**src/rtl/pipe_ctrl_pkg.sv**
```systemverilog
// Shared definitions for the pipeline hazard/redirect controller:
// state encoding, default register width and the hard-wired zero register.
package pipe_ctrl_pkg;

  typedef enum logic [1:0] {
    ST_RUN   = 2'd0,
    ST_FLUSH = 2'd1,
    ST_HALT  = 2'd2
  } ctrl_state_e;

  localparam int DEF_REG_W = 5;
  localparam logic [DEF_REG_W-1:0] ZERO_REG = '0;

  // Flush countdown never needs more than FLUSH_CYCLES-1 <= 2.
  localparam int REM_W = 2;

endpackage

```
**src/rtl/sat_counter.sv**
```systemverilog
// Event counter that increments on inc and sticks at all-ones instead of wrapping.
module sat_counter #(
  parameter int CNT_W = 32
) (
  input  logic             clk,
  input  logic             rst_n,
  input  logic             inc,
  output logic [CNT_W-1:0] count
);

  always_ff @(posedge clk) begin
    if (!rst_n) begin
      count <= '0;
    end else if (inc && (count != '1)) begin
      count <= count + CNT_W'(1);
    end
  end

endmodule

```
**src/rtl/pipe_hazard_ctrl.sv**
```systemverilog
// Pipeline control: load-use stalls, EX redirect flushes and halt/resume,
// driving PC / IF/ID / ID/EX enables and clears with zero-cycle latency.
module pipe_hazard_ctrl
  import pipe_ctrl_pkg::*;
#(
  parameter int REG_W        = DEF_REG_W,
  parameter int FLUSH_CYCLES = 1,
  parameter int CNT_W        = 32
) (
  input  logic             clk,
  input  logic             rst_n,
  input  logic [REG_W-1:0] id_rs,
  input  logic [REG_W-1:0] id_rt,
  input  logic             id_rs_rd,
  input  logic             id_rt_rd,
  input  logic             ex_memread,
  input  logic [REG_W-1:0] ex_rd,
  input  logic             ex_redirect,
  input  logic             halt_req,
  input  logic             resume,
  output logic             pc_en,
  output logic             ifid_en,
  output logic             ifid_clr,
  output logic             idex_clr,
  output logic             halted,
  output logic [CNT_W-1:0] stall_cnt,
  output logic [CNT_W-1:0] flush_cnt
);

  localparam logic [REM_W-1:0] REM_RELOAD = REM_W'(FLUSH_CYCLES - 1);

  ctrl_state_e      state, state_nxt;
  logic [REM_W-1:0] remaining, remaining_nxt;
  logic             lu;
  logic             stall_inc;
  logic             flush_inc;

  // A load into r0 can never create a true dependency.
  assign lu = ex_memread && (ex_rd != REG_W'(ZERO_REG)) &&
              ((id_rs_rd && (id_rs == ex_rd)) || (id_rt_rd && (id_rt == ex_rd)));

  always_ff @(posedge clk) begin
    if (!rst_n) begin
      state     <= ST_RUN;
      remaining <= '0;
    end else begin
      state     <= state_nxt;
      remaining <= remaining_nxt;
    end
  end

  always_comb begin
    state_nxt     = state;
    remaining_nxt = remaining;
    case (state)
      ST_RUN: begin
        if (ex_redirect) begin
          if (FLUSH_CYCLES > 1) begin
            state_nxt     = ST_FLUSH;
            remaining_nxt = REM_RELOAD;
          end
        end else if (halt_req) begin
          state_nxt = ST_HALT;
        end
      end
      ST_FLUSH: begin
        if (ex_redirect) begin
          remaining_nxt = REM_RELOAD;
        end else begin
          remaining_nxt = remaining - REM_W'(1);
          if (remaining <= REM_W'(1)) begin
            state_nxt = ST_RUN;
          end
        end
      end
      ST_HALT: begin
        if (resume) begin
          state_nxt = ST_RUN;
        end
      end
      default: begin
        state_nxt     = ST_RUN;
        remaining_nxt = '0;
      end
    endcase
  end

  always_comb begin
    pc_en     = 1'b1;
    ifid_en   = 1'b1;
    ifid_clr  = 1'b0;
    idex_clr  = 1'b0;
    halted    = 1'b0;
    stall_inc = 1'b0;
    flush_inc = 1'b0;
    case (state)
      ST_RUN: begin
        if (ex_redirect) begin
          ifid_clr  = 1'b1;
          idex_clr  = 1'b1;
          flush_inc = 1'b1;
        end else if (halt_req) begin
          pc_en    = 1'b0;
          ifid_en  = 1'b0;
          idex_clr = 1'b1;
        end else if (lu) begin
          pc_en     = 1'b0;
          ifid_en   = 1'b0;
          idex_clr  = 1'b1;
          stall_inc = 1'b1;
        end
      end
      // Wrong-path instructions are being squashed, so hazards and halts here are moot.
      ST_FLUSH: begin
        ifid_clr  = 1'b1;
        idex_clr  = 1'b1;
        flush_inc = ex_redirect;
      end
      ST_HALT: begin
        pc_en    = 1'b0;
        ifid_en  = 1'b0;
        idex_clr = 1'b1;
        halted   = 1'b1;
      end
      default: begin
        pc_en   = 1'b1;
        ifid_en = 1'b1;
      end
    endcase
  end

  sat_counter #(.CNT_W(CNT_W)) u_stall_cnt (
    .clk   (clk),
    .rst_n (rst_n),
    .inc   (stall_inc),
    .count (stall_cnt)
  );

  sat_counter #(.CNT_W(CNT_W)) u_flush_cnt (
    .clk   (clk),
    .rst_n (rst_n),
    .inc   (flush_inc),
    .count (flush_cnt)
  );

endmodule

```
**config.mk**
```make
export PLATFORM = sky130hd
export DESIGN_NAME = pipe_hazard_ctrl
export DESIGN_NICKNAME = d
export VERILOG_FILES = /design/src/rtl/pipe_ctrl_pkg.sv /design/src/rtl/sat_counter.sv /design/src/rtl/pipe_hazard_ctrl.sv
export SDC_FILE = /design/constraint.sdc
export NUM_CORES = 1
export LEC_CHECK = 0
export ABC_AREA = 1
export BUFFER_PORTS_ARGS = -buffer_cell sky130_fd_sc_hd__buf_2
export CAP_MARGIN = 10
export CELL_PAD_IN_SITES_DETAIL_PLACEMENT = 0
export CELL_PAD_IN_SITES_GLOBAL_PLACEMENT = 2
export CORE_MARGIN = 4
export CORE_UTILIZATION = 31
export DETAILED_ROUTE_END_ITERATION = 8
export GPL_ROUTABILITY_DRIVEN = 0
export MAX_ROUTING_LAYER = met4
export PLACE_DENSITY_LB_ADDON = 0.1
export SKIP_CTS_REPAIR_TIMING = 1
export SLEW_MARGIN = 20
export SYNTH_ARGS = -nofsm -noshare
export SYNTH_HDL_FRONTEND = slang
export SYNTH_SLANG_ARGS = --single-unit
```
**constraint.sdc**
```tcl
create_clock -name clk -period 3.24 [get_ports clk]
set_input_delay 0.324 -clock clk [delete_from_list [all_inputs] [get_ports clk]]
set_output_delay 0.324 -clock clk [all_outputs]
set_load 0.01 [all_outputs]
```
[Word-level counts from Yosys, hierarchy flattened]
Index checks and enable logic that the tools add are counted.
Word-level totals
  register bits after elaboration: 68
  output and inout port bits: 69
  logic and storage cells: 54
Operators by class
  add/subtract/negate cells: 3
  magnitude comparators: 1
  equal/unequal tests: 11
  muxes and demuxes: 23
  reductions and logical operators: 12
Operators with widths (count)
  adder 32 x 1 -> 32 bit (second input constant): 2
  != test 32 bit (second input constant): 2
  2-to-1 mux 2 bit: 6
  2-to-1 mux 1 bit: 11
  == test 5 bit: 2
  != test 2 bit (second input constant): 5
  case mux 1 bit (2 select lines): 4
  logical AND 1 bit: 6
  case mux 2 bit (3 select lines): 1
  AND reduction 5 bit: 1
  nonzero test 5 bit: 1
  case mux 2 bit (2 select lines): 1
  OR reduction 2 bit: 2
  == test 2 x 1 -> 1 bit (second input constant): 1
  == test 2 bit (second input constant): 1
  less-or-equal comparator 2 x 1 -> 1 bit (second input constant): 1
  zero test 2 bit: 1
  subtractor 2 x 1 -> 2 bit (second input constant): 1
  logical OR 1 bit: 1

[Depth between registers and ports, before layout]
Gate-level depths: netlist (run 1).
  depth in word-level cells: 9
  gate-level depth with buffers: 12
  mapped depth without buffers: 12

[Modules after synthesis]
Synthesis (run 1) repeated with hierarchy kept, for this count alone.
Second synthesis, totals
  cells, all modules: 719
  area, all modules: 4124.0 um^2
Modules (own cells, without submodules)
  sat_counter: times used 2, cells an instance 324, area each 1911.8 um^2
  pipe_hazard_ctrl: times used 1, cells an instance 71, area each 300.3 um^2

[Worst setup path after synthesis (run 1)]
OpenSTA, ideal clock, no wires.
  kind: register to register
  start: register u_stall_cnt.count[0]
  end: register u_stall_cnt.count[8]
  library setup time: 0.115 ns
  arrival: 1.595 ns
  setup slack: 1.530 ns
  cell stages (with the launch flop): 12
  buffers on the path: 1
  period minus slack after synthesis: 1.710 ns
  cell sequence: dfxtp_1 > ha_1 > nand2_2 > nor2_4 > nand2_2 > nor2_8 > nand3_4 > clkinv_2 > nor2_8 > buf_6 > a21oi_1 > nor2_1
On the way
  longest elaborated chain between the ends: 2
  elaborated cells on any way between the ends: 3
  classes of those cells: add/sub: 1; eq/ne: 1; reduce/logical: 1
Ends and longest elaborated chain
  from (decl): RTL line sat_counter.sv:8  | output logic [CNT_W-1:0] count
  from (signal assigned): RTL line sat_counter.sv:15  | count <= count + CNT_W'(1);
  branches (longest 2 deep; another with adder 32 x 1 -> 32 bit)
Several ways; the timed one is not identified.
A chain may end at the register's enable or synchronous reset.

[Worst setup path after layout (run 1)]
  start: register u_flush_cnt.count[0]
  end: register u_flush_cnt.count[10]
On the way
  longest elaborated chain between the ends: 2
  elaborated cells on any way between the ends: 3
  classes of those cells: add/sub: 1; eq/ne: 1; reduce/logical: 1
Ends and longest elaborated chain (RTL line)
  from (decl): sat_counter.sv:8
  from (signal assigned): sat_counter.sv:15
  branches (longest 2 deep; another with adder 32 x 1 -> 32 bit)
Several ways; the timed one is not identified.

==> results of run 1 <==
cell families after synthesis:
logic type	Yosys count	share of synthesized area (%)
xor gates and xnor gates	20	4.284
AOI/OAI and AO/OA	62	7.925
and+or+nand+nor	421	46.36
buffers and inverters	82	8.996
DFF	65	31.82
adders and majority gates	2	0.6119
power groups by stage:
| stage | logic (mW) | clock network (mW) | registers, mW |
|---|---|---|---|
| 6_report | 0.109 | 1.14 | 0.807 |
| 5_1_grt | 0.125 | 1.21 | 0.807 |
| 3_3_place_gp | 0.110 | 0 | 0.824 |
| 3_5_place_dp | 0.111 | 0 | 0.825 |
| 4_1_cts | 0.111 | 1.17 | 0.807 |
| 2_1_floorplan | 0.0752 | 0 | 0.826 |
path summary, 6_finish.rpt:
kind / end / slack (ns)
setup / recovery: u_flush_cnt.count[10]$_SDFFE_PN0P_ / 1.09
hold / removal: state[1]$_SDFFE_PN0P_ / 0.19
setup reg to reg: u_flush_cnt.count[10]$_SDFFE_PN0P_ / 1.09
hold reg to reg: u_flush_cnt.count[31]$_SDFFE_PN0P_ / 0.50
layer usage:
| metal | global-route usage (%) | up-vias | share of wire [%] |
|---|---|---|---|
| met4 | 3.989 | 0 | 0.87 |
| met1 | 20.44 | 1915 | 46 |
| met5 | - | - | 0 |
| met2 | 29.38 | 66 | 50 |
| li1 | - | 2228 | - |
| met3 | 4.424 | 8 | 3.4 |
state kept, by name, indices dropped and copies added, names as in the netlist:
| register | count |
|---|---|
| state | 1 |
| u_flush_cnt.count | 32 |
| u_stall_cnt.count | 32 |
synth_stat cells (all sizes together):
library cell / number / area share, %
nand2: 218 / 21
nor2: 117 / 13
dfxtp: 65 / 32
inv: 64 / 5.9
a21oi: 52 / 6.5
nand3: 46 / 7.0
nor3: 27 / 3.8
xor2: 16 / 3.4
buf: 13 / 2.5
o21ai: 8 / 0.98
nand4: 7 / 1.1
xnor2: 4 / 0.86
clkbuf: 3 / 0.28
clkinv: 2 / 0.24
ha: 2 / 0.61
nand3b: 2 / 0.67
a2111oi: 1 / 0.21
and2: 1 / 0.15
and3: 1 / 0.15
nor3b: 1 / 0.18
o21bai: 1 / 0.18
or2: 1 / 0.15
worst max-delay path: cells and delay by family, from the launching register on:
family	cells	cell delay, ns
compound gates	1	0.07
fa+ha+maj	1	0.19
buf+inv	1	0.23
flops	1	0.39
simple gates	7	1.08
layout make-up:
| class | instances | area, µm² | area share, % |
|---|---|---|---|
| Clock inverter | 5 | 102.6 | 2.053 |
| Sequential cell | 65 | 1301 | 26.04 |
| Clock buffer | 11 | 242.7 | 4.857 |
| Inverter | 66 | 252.7 | 5.058 |
| Tap cell | 172 | 215.2 | 4.306 |
| Multi-Input combinational cell | 505 | 2420 | 48.42 |
| Timing Repair Buffer | 92 | 462.9 | 9.264 |
==> reports/results.ini, run 1 <==
[run_status]
status=finished clean

[power_and_ir_drop]
p_per_area_nw_per_um2=412.3
vdd_drop_max_uv=227.5
combinationalPowerShare_pct=5.3
clkPwrFrac_pct=55.5
p_switching_uw=450.9
leakage_nw=2.201
switching_share_pct=21.88
p_int_mw=1.609
pwr-share-seq_pct=39.2
p_total_mw=2.060

[setup_path]
startpoint=u_flush_cnt.count[0]$_SDFFE_PN0P_
slowest_delay_ns=0.39
critPathRequiredTime_ns=3.41
start_kind=flip-flop
worst_r2r_startpoint=u_flush_cnt.count[0]$_SDFFE_PN0P_
crit_chain=ha_1 -> nand2_1 -> nor2_2 -> nand2_2 -> nor2_2 -> nand2_1 -> nand2_4 -> inv_4 -> nand2_1 -> a21oi_1
crit_fanout=35
crit_slowest_cell=dfxtp_1
critical_path_class=reg2reg
cpMostUsedCell=nand2_1
crit_path_end_kind=flip-flop
critPathArrivalTime_ns=2.32
rr_worst_depth=10

[placed_design]
io_buffers=91
place_ws_ns=1.085
dpl.cell_count=900
place_area_um2=4652
detailed_place_hpwl_mm=9.036

[cells_and_area]
area_delta_synth_final_pct=22.22
nFillCells=1429
antenna_cells=0
final_cell_mix=nand2_1 (211), nor2_1 (103), buf_2 (91)
nNetsFinal=764
fin_cells=916
layout-drive-gt1-share_pct=20.56
utilization_pct=39.12
final_area_um2=4997
layout_commonest_cell=nand2_1

[logic_synthesis]
seq_area_frac_synth_pct=31.82
synthCells=652
synth.cell_area_um2=4089
avgSynthCellArea_um2=6.271
ys_types=37
ys_ff_latch=65
synthesis.nets=677
ys_warn_count=0

[timing]
finalSetupTns_ns=0
tightestPinTransition_ns=0.8670
hold-worst-slack_ns=0.1931
hold_violations=0
post-route-period-util_pct=66.28
timing.final.crit_period_ns=2.148
setup_viol_count_final=0
max_freq_mhz=465.6
skew_ns=0.007491
max_slew_margin_pct=42.14
rsz0062_at_grt=false
drv_slew=0
setup_ws_ns=1.092

[route]
drt.antenna.violating_nets=0
vias=4217
drtIter0Drc=150
drc_errors=0
drt_wl_total_mm=12.09
drt_first_pass_iters=4
via_per_inst=4.604
avgRoutedWirePerCell_um=13.20

[floorplanning]
initial_utilization_pct=32.01
core_region_area_um2=12770
pin_count=92
fp.dieArea_um2=15090
rows=41
die_y_um=122.9
die_x_um=122.9

[worst_hold_path]
hp-class=in2reg
hp-start=resume
hold-path-cell-count=2

[run]
cap_violations=0

[global_routing]
grt_pass1_vias=3975
grt_max_degree=42
antenna_found_initial=0
grt_pass1_wl_mm=19.97
overflow=0
grtUsageTotal_pct=17.25

[clock_tree]
cts_tree=yes
root_buffer=clkbuf_16
clk_pin_slew_ns=0.06
clock_path_buffers=2
cts_inserted_buffers=9
clock-sinks=65
clkLatencyLatePin_ns=0.34
cts.htree.levels=3

(Power assumes the default switching activity.)
==> run 2, diff against run 1 <==
--- a/config.mk
+++ b/config.mk
@@ -11,7 +11,7 @@
 export CELL_PAD_IN_SITES_DETAIL_PLACEMENT = 0
 export CELL_PAD_IN_SITES_GLOBAL_PLACEMENT = 2
 export CORE_MARGIN = 4
-export CORE_UTILIZATION = 31
+export CORE_UTILIZATION = 28
 export DETAILED_ROUTE_END_ITERATION = 8
 export GPL_ROUTABILITY_DRIVEN = 0
 export MAX_ROUTING_LAYER = met4
==> constraint.sdc (replaced) <==
create_clock -name clk -period 2.1 [get_ports clk]
set_input_delay 0.21 -clock clk [delete_from_list [all_inputs] [get_ports clk]]
set_output_delay 0.21 -clock clk [all_outputs]
set_load 0.01 [all_outputs]
==> reports/results.ini, run 2 (synthesized netlist as in run 1, its figures left out) <==
[setup_path]
rr_worst_depth=11
start_kind=flip-flop
critPathRequiredTime_ns=2.33
startpoint=u_stall_cnt.count[0]$_SDFFE_PN0P_
critPathArrivalTime_ns=2.16
r2r_end=u_stall_cnt.count[10]$_SDFFE_PN0P_
critical_path_class=reg2reg
crit_fanout=22
r2r_setup_slack_ns=0.17
worst_r2r_startpoint=u_stall_cnt.count[0]$_SDFFE_PN0P_
crit_path_end_kind=flip-flop

[timing]
drv_slew=0
setup_viol_count_final=0
rsz0062_at_grt=false
hold-worst-slack_ns=0.08791
hold_violations=0
skew_ns=0.005196
tightestPinTransition_ns=0.6292
timing.final.crit_period_ns=1.931
max_freq_mhz=517.8
max_slew_margin_pct=58.01
finalSetupTns_ns=0
post-route-period-util_pct=91.96

[floorplanning]
fp.dieArea_um2=16600
die_x_um=128.8
pin_count=92
die_y_um=128.8
core_region_area_um2=14100
initial_utilization_pct=29.01
rows=43

[cells_and_area]
seq_area_um2=1301
final_area_um2=5119
area_delta_synth_final_pct=25.18
antenna_cells=0
multi_input_area_um2=2425
reg_top3=u_flush_cnt.count: 32 flops, u_stall_cnt.count: 32 flops, state: 1 flops
nNetsFinal=783
fin_cells=943
final_cell_mix=nand2_1 (211), nor2_1 (103), buf_2 (91)
layout-drive-gt1-share_pct=22.54
nFillCells=1570
utilization_pct=36.31
layout_commonest_cell=nand2_1

[route]
vias=4272
drt_first_pass_iters=4
avgRoutedWirePerCell_um=13.56
drc_errors=0
via_per_inst=4.530
drtIter0Drc=227
drt_wl_total_mm=12.79
drt.antenna.violating_nets=0

[clock_tree]
cts.htree.levels=3
clock_path_buffers=2
clock-sinks=65
clk_pin_slew_ns=0.05
root_buffer=clkbuf_16
cts_tree=yes
cts_inserted_buffers=9
clkLatencyLatePin_ns=0.34

[run]
cap_violations=0

[worst_hold_path]
hp-class=in2reg
hp-start=resume
hold_path_end=state[1]$_SDFFE_PN0P_
hold-path-cell-count=2

[power_and_ir_drop]
leakage_nw=2.290
vdd_drop_max_uv=353.0
p_per_area_nw_per_um2=585.1

[global_routing]
grt_max_degree=42
grtUsageTotal_pct=16.31
grt_pass1_wl_mm=20.75
grt_pass1_vias=4071
overflow=0
antenna_found_initial=0

[placed_design]
place_area_um2=4805
detailed_place_hpwl_mm=9.905
dpl.cell_count=927
io_buffers=91

[run_status]
status=finished clean

==> run 2: cell count changes in the layout (fill, tap and decap cells not counted) <==
cell,change
clkbuf_1,+1
bufinv_16,-2
nor3_1,-1
clkinvlp_4,-1
nor3_2,+1
buf_4,+19
clkbuf_8,+2
==> run 2: cell type report <==
class	count	share of cell area [%]
Inverter	66	4.938
Clock inverter	2	0.6844
Sequential cell	65	25.42
Clock buffer	14	5.353
Timing Repair Buffer	111	11.83
Tap cell	180	4.400
Multi-Input combinational cell	505	47.37
==> run 2: metal layers <==
metal / GRT usage (%) / up-vias / share of wire (%)
li1: - / 2276 / -
met1: 20.20 / 1909 / 47
met2: 26.86 / 78 / 49
met3: 3.778 / 9 / 3.4
met4: 4.077 / 0 / 1.0
met5: - / - / 0
==> run 2: worst max-delay path by stage <==
stage,endpoint,slack [ns],cells after the start
floorplan,u_stall_cnt.count[8]$_SDFFE_PN0P_,0.39,11
global placement,u_flush_cnt.count[29]$_SDFFE_PN0P_,0.21,8
detailed placement,u_stall_cnt.count[10]$_SDFFE_PN0P_,0.18,11
CTS,u_stall_cnt.count[10]$_SDFFE_PN0P_,0.17,11
global route,u_stall_cnt.count[2]$_SDFFE_PN0P_,0.02,11
finish,u_stall_cnt.count[10]$_SDFFE_PN0P_,0.17,11
==> run 2: worst max-delay path, stage by stage (launching register included) <==
cell and delay (ns):
dfxtp_1 0.33, ha_1 0.24, nand2_2 0.11, nor2_4 0.05, nand2_2 0.13, nor2_8 0.07
nand3_2 0.09, clkinv_2 0.08, nor2_4 0.44, nand3_1 0.14, nand2_1 0.10, nor2_1 0.04
==> run 2: stage by stage <==
stage	power (mW)	worst slack, ns
2_1_floorplan	1.390	0.3900
3_3_place_gp	1.448	0.2093
3_5_place_dp	1.451	0.1770
4_1_cts	3.057	0.1706
5_1_grt	3.131	0.02204
6_report	2.995	0.1688
==> run 2: power by group <==
group	internal [mW]	switching, mW	total (mW)
Combinational	0.0584	0.117	0.175
Clock	1.02	0.559	1.57
Sequential	1.24	0.00563	1.24
==> run 3, diff against run 2 <==
--- a/config.mk
+++ b/config.mk
@@ -5,13 +5,14 @@
 export SDC_FILE = /design/constraint.sdc
 export NUM_CORES = 1
 export LEC_CHECK = 0
-export ABC_AREA = 1
+export ABC_AREA = 0
 export BUFFER_PORTS_ARGS = -buffer_cell sky130_fd_sc_hd__buf_2
 export CAP_MARGIN = 10
 export CELL_PAD_IN_SITES_DETAIL_PLACEMENT = 0
 export CELL_PAD_IN_SITES_GLOBAL_PLACEMENT = 2
 export CORE_MARGIN = 4
-export CORE_UTILIZATION = 28
+export CORE_UTILIZATION = 30
+export CTS_CLUSTER_SIZE = 12
 export DETAILED_ROUTE_END_ITERATION = 8
 export GPL_ROUTABILITY_DRIVEN = 0
 export MAX_ROUTING_LAYER = met4
==> reports/results.ini, run 3 <==
[run_status]
status=finished clean

[timing]
setup_viol_count_final=0
max_freq_mhz=509.7
rsz0062_at_grt=true
skew_ns=0.009977
hold-worst-slack_ns=0.1875
hold_violations=0
setup_ws_ns=0.1380
drv_slew=0
timing.final.crit_period_ns=1.962
tightestPinTransition_ns=0.5857
post-route-period-util_pct=93.43
finalSetupTns_ns=0
max_slew_margin_pct=60.77

[logic_synthesis]
ys_ff_latch=65
avgSynthCellArea_um2=8.438
synth_top_area_share_pct=38.36
ys_types=48
synth_top_area_cell=dfxtp_1
synthCells=402
ys_warn_count=0
synthTopCellsByCount=dfxtp_1 (65), nor2_1 (37), nand2_1 (34)
synthesis.nets=427
synth.cell_area_um2=3392
synth.most_common_cell=dfxtp_1
seq_area_frac_synth_pct=38.36
ys_dominant_reg_cell=dfxtp_1
synth_edf_count=0
async_flop_share_pct=0
synthTopCellsByArea=dfxtp_1 (38%), xnor2_1 (5.4%), xor2_1 (4.9%), nand3_1 (4.4%), nor2_1 (4.1%)

[global_routing]
antenna_found_initial=0
grt_max_degree=32
grt_pass1_wl_mm=15.77
grtUsageTotal_pct=15.63
overflow=0
grt_pass1_vias=3224

[power_and_ir_drop]
combinationalPowerShare_pct=4.5
switching_share_pct=22.04
p_switching_uw=669.7
vdd_drop_max_uv=433.9
p_total_mw=3.039
p_int_mw=2.369
clkPwrFrac_pct=54.5
pwr-share-seq_pct=41.0
p_per_area_nw_per_um2=652.1
leakage_nw=1.890

[clock_tree]
clkLatencyLatePin_ns=0.34
cts.htree.levels=3
root_buffer=clkbuf_16
clock_path_buffers=2
cts_inserted_buffers=9
clock-sinks=65
clk_pin_slew_ns=0.06
cts_tree=yes

[route]
drt_first_pass_iters=4
drtIter0Drc=139
avgRoutedWirePerCell_um=14.74
drc_errors=0
vias=3380
drt.antenna.violating_nets=0
drt_wl_total_mm=9.950
via_per_inst=5.007

[cells_and_area]
nNetsFinal=555
nFillCells=1126
layout_commonest_cell=buf_2
utilization_pct=42.61
fin_cells=675
final_cell_mix=buf_2 (91), dfxtp_1 (64), buf_4 (38)
final_area_um2=4659
reg_top3=u_flush_cnt.count: 32 flops, u_stall_cnt.count: 32 flops, state: 1 flops
area_delta_synth_final_pct=37.37
layout-drive-gt1-share_pct=32.34
antenna_cells=0

[setup_path]
critPathRequiredTime_ns=2.37
crit_chain=nand4_1 -> nor4_2 -> nand4_2 -> or2_4 -> or3_1 -> a21oi_1
crit_fanout=7
crit_path_end_kind=flip-flop
r2r_end=u_flush_cnt.count[30]$_SDFFE_PN0P_
worst_r2r_startpoint=u_flush_cnt.count[11]$_SDFFE_PN0P_
slowest_delay_ns=0.44
rr_worst_depth=6
start_kind=flip-flop
critPathArrivalTime_ns=2.23
crit_slowest_cell=dfxtp_1
r2r_setup_slack_ns=0.14
critical_path_class=reg2reg
crit_end=u_flush_cnt.count[30]$_SDFFE_PN0P_
startpoint=u_flush_cnt.count[11]$_SDFFE_PN0P_

[floorplanning]
die_x_um=114.3
fp.dieArea_um2=13070
pin_count=92
die_y_um=114.3
core_region_area_um2=10940
rows=38
initial_utilization_pct=31.02

[placed_design]
place_ws_ns=-0.004800
detailed_place_hpwl_mm=7.389
io_buffers=91
dpl.cell_count=658
place_area_um2=4262

[run]
cap_violations=0

[worst_hold_path]
hp-class=in2reg

## run 3: cell count changes after synthesis, sizes merged, moves of 14 or more
cell	before	now
nand3	46	31
nand4	7	22
a21oi	52	26
inv	64	13
xnor2	4	21
nor3	27	3
nand2	218	35
or3	0	14
nor2	117	38
## run 3: final cells by class
type	instances	area [µm²]	area share (%)
Timing Repair Buffer	131	780.7	16.76
Multi-Input combinational cell	310	2022	43.39
Inverter	13	48.80	1.047
Clock inverter	6	91.34	1.960
Tap cell	140	175.2	3.759
Sequential cell	65	1303	27.95
Clock buffer	10	239.0	5.129
## run 3: kinds of logic after synthesis
logic type      count (synthesis)  share of synthesized area, %
buf+inv                        27                         3.762
compound gates                 64                         11.69
mux                             5                         1.476
flops                          65                         38.36
xor+xnor                       40                         10.33
fa+ha+maj                       2                        0.7376
simple gates                  199                         33.64
## run 3: how the worst min path moves through the flow
stage	startpoint	slack, ns	cells past startpoint	to
floorplan	rst_n	0.36	2	u_stall_cnt.count[21]$_SDFFE_PN0P_
global placement	u_stall_cnt.count[29]$_SDFFE_PN0P_	0.48	2	u_stall_cnt.count[29]$_SDFFE_PN0P_
detailed placement	u_stall_cnt.count[25]$_SDFFE_PN0P_	0.49	2	u_stall_cnt.count[25]$_SDFFE_PN0P_
CTS	resume	0.17	4	state[1]$_SDFFE_PN0P_
global route	rst_n	0.21	3	u_stall_cnt.count[3]$_SDFFE_PN0P_
finish	resume	0.19	4	state[1]$_SDFFE_PN0P_
## run 3: power groups by stage
stage	Clock, mW	Combinational [mW]	Sequential, mW
finish	1.66	0.138	1.24
global route	1.76	0.152	1.24
floorplan	0	0.0726	1.27
CTS	1.71	0.138	1.24
detailed placement	0	0.137	1.27
global placement	0	0.138	1.27
## run 3: per-layer routing
| layer | up-vias | track usage [%] | routed length (µm) |
|---|---|---|---|
| li1 | 1721 | - | - |
| met1 | 1568 | 21.22 | 5083 |
| met2 | 82 | 21.94 | 4143 |
| met3 | 9 | 3.753 | 562 |
| met4 | 0 | 6.968 | 161 |
| met5 | - | - | 0 |
## run 3: worst max-delay path: cells and delay by family (launching register included)
kind | cells | cell delay, ns
and+or+nand+nor | 5 | 1.29
DFF | 1 | 0.44
AOI/OAI and AO/OA | 1 | 0.15
